`config.mk`:
```
export PLATFORM = sky130hd
export DESIGN_NAME = ram8_flat
export DESIGN_NICKNAME = d
export VERILOG_FILES = /design/src/rtl/hack_pkg.sv /design/src/rtl/ram8_if.sv /design/src/rtl/register16.sv /design/src/rtl/ram8.sv /design/src/flat_wrapper.sv
export SDC_FILE = /design/constraint.sdc
export NUM_CORES = 1
export LEC_CHECK = 0
export ABC_AREA = 1
export CAP_MARGIN = 20
export CORE_MARGIN = 3
export CORE_UTILIZATION = 45
export CTS_CLUSTER_SIZE = 24
export DETAILED_ROUTE_END_ITERATION = 8
export PLACE_DENSITY = 0.69
export REMOVE_ABC_BUFFERS = 1
export SLEW_MARGIN = 20
export SYNTH_ARGS = -nofsm -noshare
export SYNTH_HDL_FRONTEND = slang
export SYNTH_SLANG_ARGS = --single-unit
```
`constraint.sdc`:
```
create_clock -name clk -period 5.83 [get_ports clk]
set_clock_uncertainty 0.05 [all_clocks]
set_input_delay 1.166 -clock clk [delete_from_list [all_inputs] [get_ports clk]]
set_output_delay 1.166 -clock clk [all_outputs]
set_load 0.02 [all_outputs]
```
`src/rtl/hack_pkg.sv`:
```
// Shared types and constants for the Hack datapath memories.
// Used by register16, ram8 and the ram8 bus interface.
package hack_pkg;

    typedef logic [15:0] word_t;
    typedef logic [2:0]  ram8_addr_t;

    localparam int    RAM8_DEPTH = 8;
    localparam word_t WORD_RESET = 16'h0000;

endpackage

```
`src/rtl/ram8_if.sv`:
```
// Data/address bus of the eight-word RAM tile.
// The master drives write data, enable and address; the slave returns the read word.
interface ram8_if;
    import hack_pkg::*;

    word_t      in;
    logic       load;
    ram8_addr_t address;
    word_t      out;

    modport master (
        output in,
        output load,
        output address,
        input  out
    );

    modport slave (
        input  in,
        input  load,
        input  address,
        output out
    );

endinterface

```
`src/rtl/register16.sv`:
```
// 16-bit storage word with load enable and asynchronous clear.
// One of these backs each location of ram8.
module register16
    import hack_pkg::*;
(
    input  logic  clk,
    input  logic  reset,
    input  word_t in,
    input  logic  load,
    output word_t out
);

    // Capture in on a loaded edge; reset clears without a clock.
    always_ff @(posedge clk or posedge reset) begin
        if (reset) begin
            out <= WORD_RESET;
        end else if (load) begin
            out <= in;
        end
    end

endmodule

```
`src/rtl/ram8.sv`:
```
// Eight-word, 16-bit RAM: synchronous write, combinational read, shared address.
// Define RAM8_WRITE_BYPASS_EN to forward write data to out in the write cycle.
module ram8
    import hack_pkg::*;
#(
    parameter int WIDTH = 16,
    parameter int DEPTH = RAM8_DEPTH
) (
    input  logic        clk,
    input  logic        reset,
    ram8_if.slave       bus
);

    logic [DEPTH-1:0] wr_en;
    logic [WIDTH-1:0] words [DEPTH];
    logic [WIDTH-1:0] rd_word;

    // One-hot write decoder; all enables low when load is low.
    always_comb begin
        wr_en = '0;
        for (int k = 0; k < DEPTH; k++) begin
            wr_en[k] = bus.load && (bus.address == ram8_addr_t'(k));
        end
    end

    register16 reg0 (
        .clk   (clk),
        .reset (reset),
        .in    (bus.in),
        .load  (wr_en[0]),
        .out   (words[0])
    );

    register16 reg1 (
        .clk   (clk),
        .reset (reset),
        .in    (bus.in),
        .load  (wr_en[1]),
        .out   (words[1])
    );

    register16 reg2 (
        .clk   (clk),
        .reset (reset),
        .in    (bus.in),
        .load  (wr_en[2]),
        .out   (words[2])
    );

    register16 reg3 (
        .clk   (clk),
        .reset (reset),
        .in    (bus.in),
        .load  (wr_en[3]),
        .out   (words[3])
    );

    register16 reg4 (
        .clk   (clk),
        .reset (reset),
        .in    (bus.in),
        .load  (wr_en[4]),
        .out   (words[4])
    );

    register16 reg5 (
        .clk   (clk),
        .reset (reset),
        .in    (bus.in),
        .load  (wr_en[5]),
        .out   (words[5])
    );

    register16 reg6 (
        .clk   (clk),
        .reset (reset),
        .in    (bus.in),
        .load  (wr_en[6]),
        .out   (words[6])
    );

    register16 reg7 (
        .clk   (clk),
        .reset (reset),
        .in    (bus.in),
        .load  (wr_en[7]),
        .out   (words[7])
    );

    // Read mux: the addressed stored word.
    always_comb begin
        rd_word = words[bus.address];
    end

`ifdef RAM8_WRITE_BYPASS_EN
    // Write-through: show incoming data during a write; gated off in reset.
    always_comb begin
        bus.out = rd_word;
        if (!reset && bus.load) begin
            bus.out = bus.in;
        end
    end
`else
    // Storage-only read: old data until the capturing edge.
    always_comb begin
        bus.out = rd_word;
    end
`endif

endmodule
```
`src/flat_wrapper.sv`:
```
// flat-port wrapper written by rule: the top's interface ports become plain ports
module ram8_flat import hack_pkg::*;
#(
    parameter int WIDTH = 16,
    parameter int DEPTH = RAM8_DEPTH
)
  (clk, reset, bus_in, bus_load, bus_address, bus_out);
  ram8_if bus_i ();
  input  logic clk;
  input  logic reset;
  input wire logic [$bits(bus_i.in)-1:0] bus_in;
  input wire logic [$bits(bus_i.load)-1:0] bus_load;
  input wire logic [$bits(bus_i.address)-1:0] bus_address;
  output wire logic [$bits(bus_i.out)-1:0] bus_out;
  assign bus_i.in = bus_in;
  assign bus_i.load = bus_load;
  assign bus_i.address = bus_address;
  assign bus_out = bus_i.out;
  ram8 #(.WIDTH(WIDTH), .DEPTH(DEPTH)) u_core (.clk(clk), .reset(reset), .bus(bus_i));
endmodule
```
Word-level counts from Yosys, hierarchy flattened
Cells that the tools add are included.
- register bits after elaboration: 128
- input port bits: 22
- output and inout port bits: 16
- logic and storage cells: 29
- order comparisons: 1
- equal/unequal tests: 7
- multiplexer cells: 3
- bitwise gates (word level): 1
- reduce and logical (&&, ||, !) cells: 9
- operators by type and width (kind ; count):
    $bmux 16 s3 ; 1
    $mux 16 ; 2
    $eq 3x3->1 const B ; 4
    $logic_and 1x1->1 ; 8
    $eq 3x2->1 const B ; 2
    $ge 4x4->1 const B ; 1
    $not 3->4 ; 1
    $eq 3x1->1 const B ; 1
    $logic_not 3->1 ; 1

Depth between registers and ports, before layout
- depth after elaboration: 4
- depth in mapped cells: 9
- mapped depth without buffers: 7

Modules after synthesis
A second synthesis with hierarchy kept.
- cell total of the unflattened synthesis: 929
- area total of the unflattened synthesis: 6635.1 um^2
- by module, submodules not included (module ; times used ; cells each ; area an instance (um^2) ; seq. area each (um^2)):
    register16 ; 8 ; 69 ; 648.1 ; 400.4
    ram8 ; 1 ; 377 ; 1450.1 ; 0.0

Least setup slack after synthesis
No wires, ideal clock.
- path type: input to output
- from: in bus_address[1]
- to: out bus_out[11]
- data arrival time: 2.035 ns
- data required time: 4.614 ns
- path slack: 2.579 ns
- stages on the path: 7
- path buffers: 2
- path through: buf_4 > inv_2 > clkbuf_1 > nand2_1 > nand2_1 > nand2_1 > nand2_1
- cells in the longest elaborated chain, start to end: 4
- RTL lines (element ; RTL line ; RTL):
    from (decl) ; flat_wrapper.sv:13 ; input wire logic [$bits(bus_i.address)-1:0] bus_address;
    $not 3->4 (not written as such) ; ram8.sv:92 ; rd_word = words[bus.address];
    $bmux 16 s3 ; ram8.sv:92 ;
    $mux 16 (not written as such) (2 in a row) ; ram8.sv:92 ;
    to (decl) ; flat_wrapper.sv:14 ; output wire logic [$bits(bus_i.out)-1:0] bus_out;
No other way between the ends. The select of a mux whose other input is x is not followed.

Final worst setup path
- from: in bus_address[2]
- to: out bus_out[2]
The elaborated chain is that of the path after synthesis.

==> key figures <==
Worst setup path
  – Reg2reg setup slack: 5.06 ns
  – Slowest Stage Delay on Critical Path: just under 0.6 ns
  – Worst EP arrival: between 3 and 4 ns
  – Kind of critical path: in2out
  – Setup crit start: bus_address[2]
  – Crit path launch type: input port
  – Crit-path max FO: 19
  – Cell chain of the critical path: clkdlybuf4s50_1, buf_4, inv_1, nand2_1, nand2_1, clkdlybuf4s50_1
  – Required time of the critical path: approximately 4.6 ns
  – Setup crit end kind: primary output
  – CP max-delay cell: inv_1
  – RR Startpoint: u_core.reg4.out[15]$_DFFE_PP0P_

Clock network
  – Hold-fix buffer count after cts: 0
  – Clk buf depth: 2
  – CTS Sinks: 128
  – Root buffer cell: clkbuf_16
  – CTS tree: done
  – Clock transition at path regs: around 0.05 ns
  – Post-CTS sizing: 0
  – Num CTS Buffers: 17
  – Worst skew pair latency: 0.41 ns
  – H-tree levels: 4
  – Post-CTS Setup Bufs: 0

Pwr
  – Power per cell area: a little under 400 nW/µm²
  – Comb pwr share: between 10% and 20%
  – Power Total: 2.75 mW
  – Pleak: roughly 3.7 nW
  – Net switching power figure: slightly above 700 µW
  – P_int: roughly 2.0 mW
  – Seq pwr share: a little over two fifths
  – Clock power share: a little over two fifths
  – Worst VDD drop: around 0.00018 V
  – Switch share: a little over a quarter

Logic synthesis
  – Sequential-to-total area share from yosys stat: 53.0%
  – Post-Synthesis Cells: about 800
  – Mapped Area: 6050 µm²
  – Synth cell types: 15
  – Number of synthesized register bits: 128
  – Avg Cell Area, Syn: 7.38 µm²
  – YS warnings: 0

Cells and area
  – Final core utilization: between 50% and 60%
  – Finished Cell Area: approximately 7000 µm²
  – Commonest non-fill, non-tap cell in the layout: nand2_1
  – P&R area growth vs syn: 18.1%
  – Layout cells sized above 1: under 10%
  – Final net count: around 860
  – ANT cells: 0
  – Most frequent cells in the layout: 466 x nand2_1, 128 x dfrtp_1, 125 x o21ai_0

Global route
  – First-pass GRT wire length: ~25000 µm
  – Largest net degree at the start of global routing: 68
  – Total grt overflow: 0
  – Number of global-route vias before repair: about 4900
  – Total track usage: 21.6%
  – Antenna violations before repair: 0

Timing
  – FMAX: 0.226 GHz
  – Min Hold Slack: 0.431 ns
  – Final Hold Fails: 0
  – Final setup viols: 0
  – Total negative slack: 0 ns
  – Min Clock Period, post-route: roughly 4.4 ns
  – Slew Limit Headroom: between 20% and 30%
  – Slew @ Worst Pin: about 1.1 ns
  – Max-slew violations: 0
  – RSZ-0062 raised after global routing: false
  – Tcrit/Tclk final: around three quarters

Route
  – Initial DRC count: approximately 450
  – Residual DRC: 0
  – Routed via count: about 5100
  – WL/cell: 14.2 µm
  – DRT Wirelength: 14500 µm
  – Via density: between 4 and 5
  – Post-DRT Antenna Nets: 0
  – First-pass DRT Iterations: 5

Flow run
  – Max cap viols: 0

Place
  – Detailed Place HPWL: approximately 8000 µm
  – Placed cell area: approximately 6500 µm²
  – GP Congestion: 0.760
  – IO buf count: 37

Hold path
  – Hold Crit Class: reg2reg
  – Hold path startpoint: u_core.reg1.out[7]$_DFFE_PP0P_

Floorplan
  – Ports: 38
  – Die W: 122 µm
  – Core ar.: 12900 µm²
  – Num rows: between 40 and 50
  – Full die area: around 15000 µm²
  – Starting Density: around 47%
  – Die H: about 120 µm

Outcome
  – Status: complete, no violations
[kinds of logic (layout without fill, tap and decap cells)]
| group | count (synthesis) | after routing | synth area share (%) |
|---|---|---|---|
| simple gates | 477 | 477 | 30.1 |
| compound gates | 128 | 128 | 10.6 |
| flops | 128 | 128 | 53.0 |
| buf+inv | 86 | 115 | 6.33 |
[cells in the mapped netlist]
cell / instances / area, µm²
nor3_4: 1 / 16.3
o21ai_1: 3 / 15.0
nand3_2: 1 / 10.0
nor2_1: 3 / 11.3
nand2_2: 1 / 6.26
o21ai_0: 125 / 626
dfrtp_1: 128 / 3200
buf_2: 18 / 90.1
nor2_4: 1 / 11.3
nand2_1: 470 / 1760
clkbuf_1: 15 / 56.3
inv_2: 2 / 7.51
inv_1: 36 / 135
buf_1: 5 / 18.8
buf_4: 10 / 75.1
[area by class of cell]
| type | count | area (µm²) |
|---|---|---|
| tap | 172 | 215 |
| sequential | 128 | 3200 |
| clock buffer | 22 | 484 |
| clock inverter | 10 | 180 |
| inverter | 38 | 145 |
| fill | 1227 | 5730 |
| timing repair buffer | 45 | 445 |
| multi-input combinational | 605 | 2470 |
[power groups by stage]
| stage | Sequential, mW | Clock, mW | Combinational, mW |
|---|---|---|---|
| after detailed placement | 1.16 | 0 | 0.429 |
| after global placement | 1.15 | 0 | 0.420 |
| after global routing | 1.17 | 1.23 | 0.507 |
| after floorplan | 1.14 | 0 | 0.297 |
| after CTS | 1.15 | 1.20 | 0.433 |
| final | 1.15 | 1.18 | 0.427 |
[routing by layer]
| layer | up-vias | global-route usage [%] | routed length, µm |
|---|---|---|---|
| met1 | 2356 | 29.1 | 6720 |
| met5 | - | 0 | 0 |
| met2 | 119 | 35.6 | 6970 |
| met3 | 14 | 4.13 | 680 |
| li1 | 2562 | - | - |
| met4 | 0 | 6.58 | 163 |
[worst max-delay path: cells and delay by family]
family	cells	cell delay (ns)
simple gates	2	0.23
buf+inv	4	1.81
[stage by stage]
stage	instances	worst slack (ns)
after floorplan	771	1.20
after global placement	987	1.38
after detailed placement	988	1.36
after CTS	1020	1.35
after global routing	1020	1.20
final	1020	1.40
[final timing paths]
| check | endpoint | depth (start not counted) |
|---|---|---|
| setup / recovery | bus_out[2] | 6 |
| hold / removal | u_core.reg1.out[7]$_DFFE_PP0P_ | 2 |
| setup reg to reg | u_core.reg4.out[15]$_DFFE_PP0P_ | 2 |
| hold reg to reg | u_core.reg1.out[7]$_DFFE_PP0P_ | 2 |
| max in group asynchronous | u_core.reg4.out[5]$_DFFE_PP0P_ | 3 |
| min in group asynchronous | u_core.reg7.out[10]$_DFFE_PP0P_ | 2 |
[flip-flops by register name (all words and copies together), names as in the netlist]
name,cells
u_core.reg0.out,16
u_core.reg1.out,16
u_core.reg2.out,16
u_core.reg3.out,16
u_core.reg4.out,16
u_core.reg5.out,16
u_core.reg6.out,16
u_core.reg7.out,16
Power figures use the tool's default switching activity.
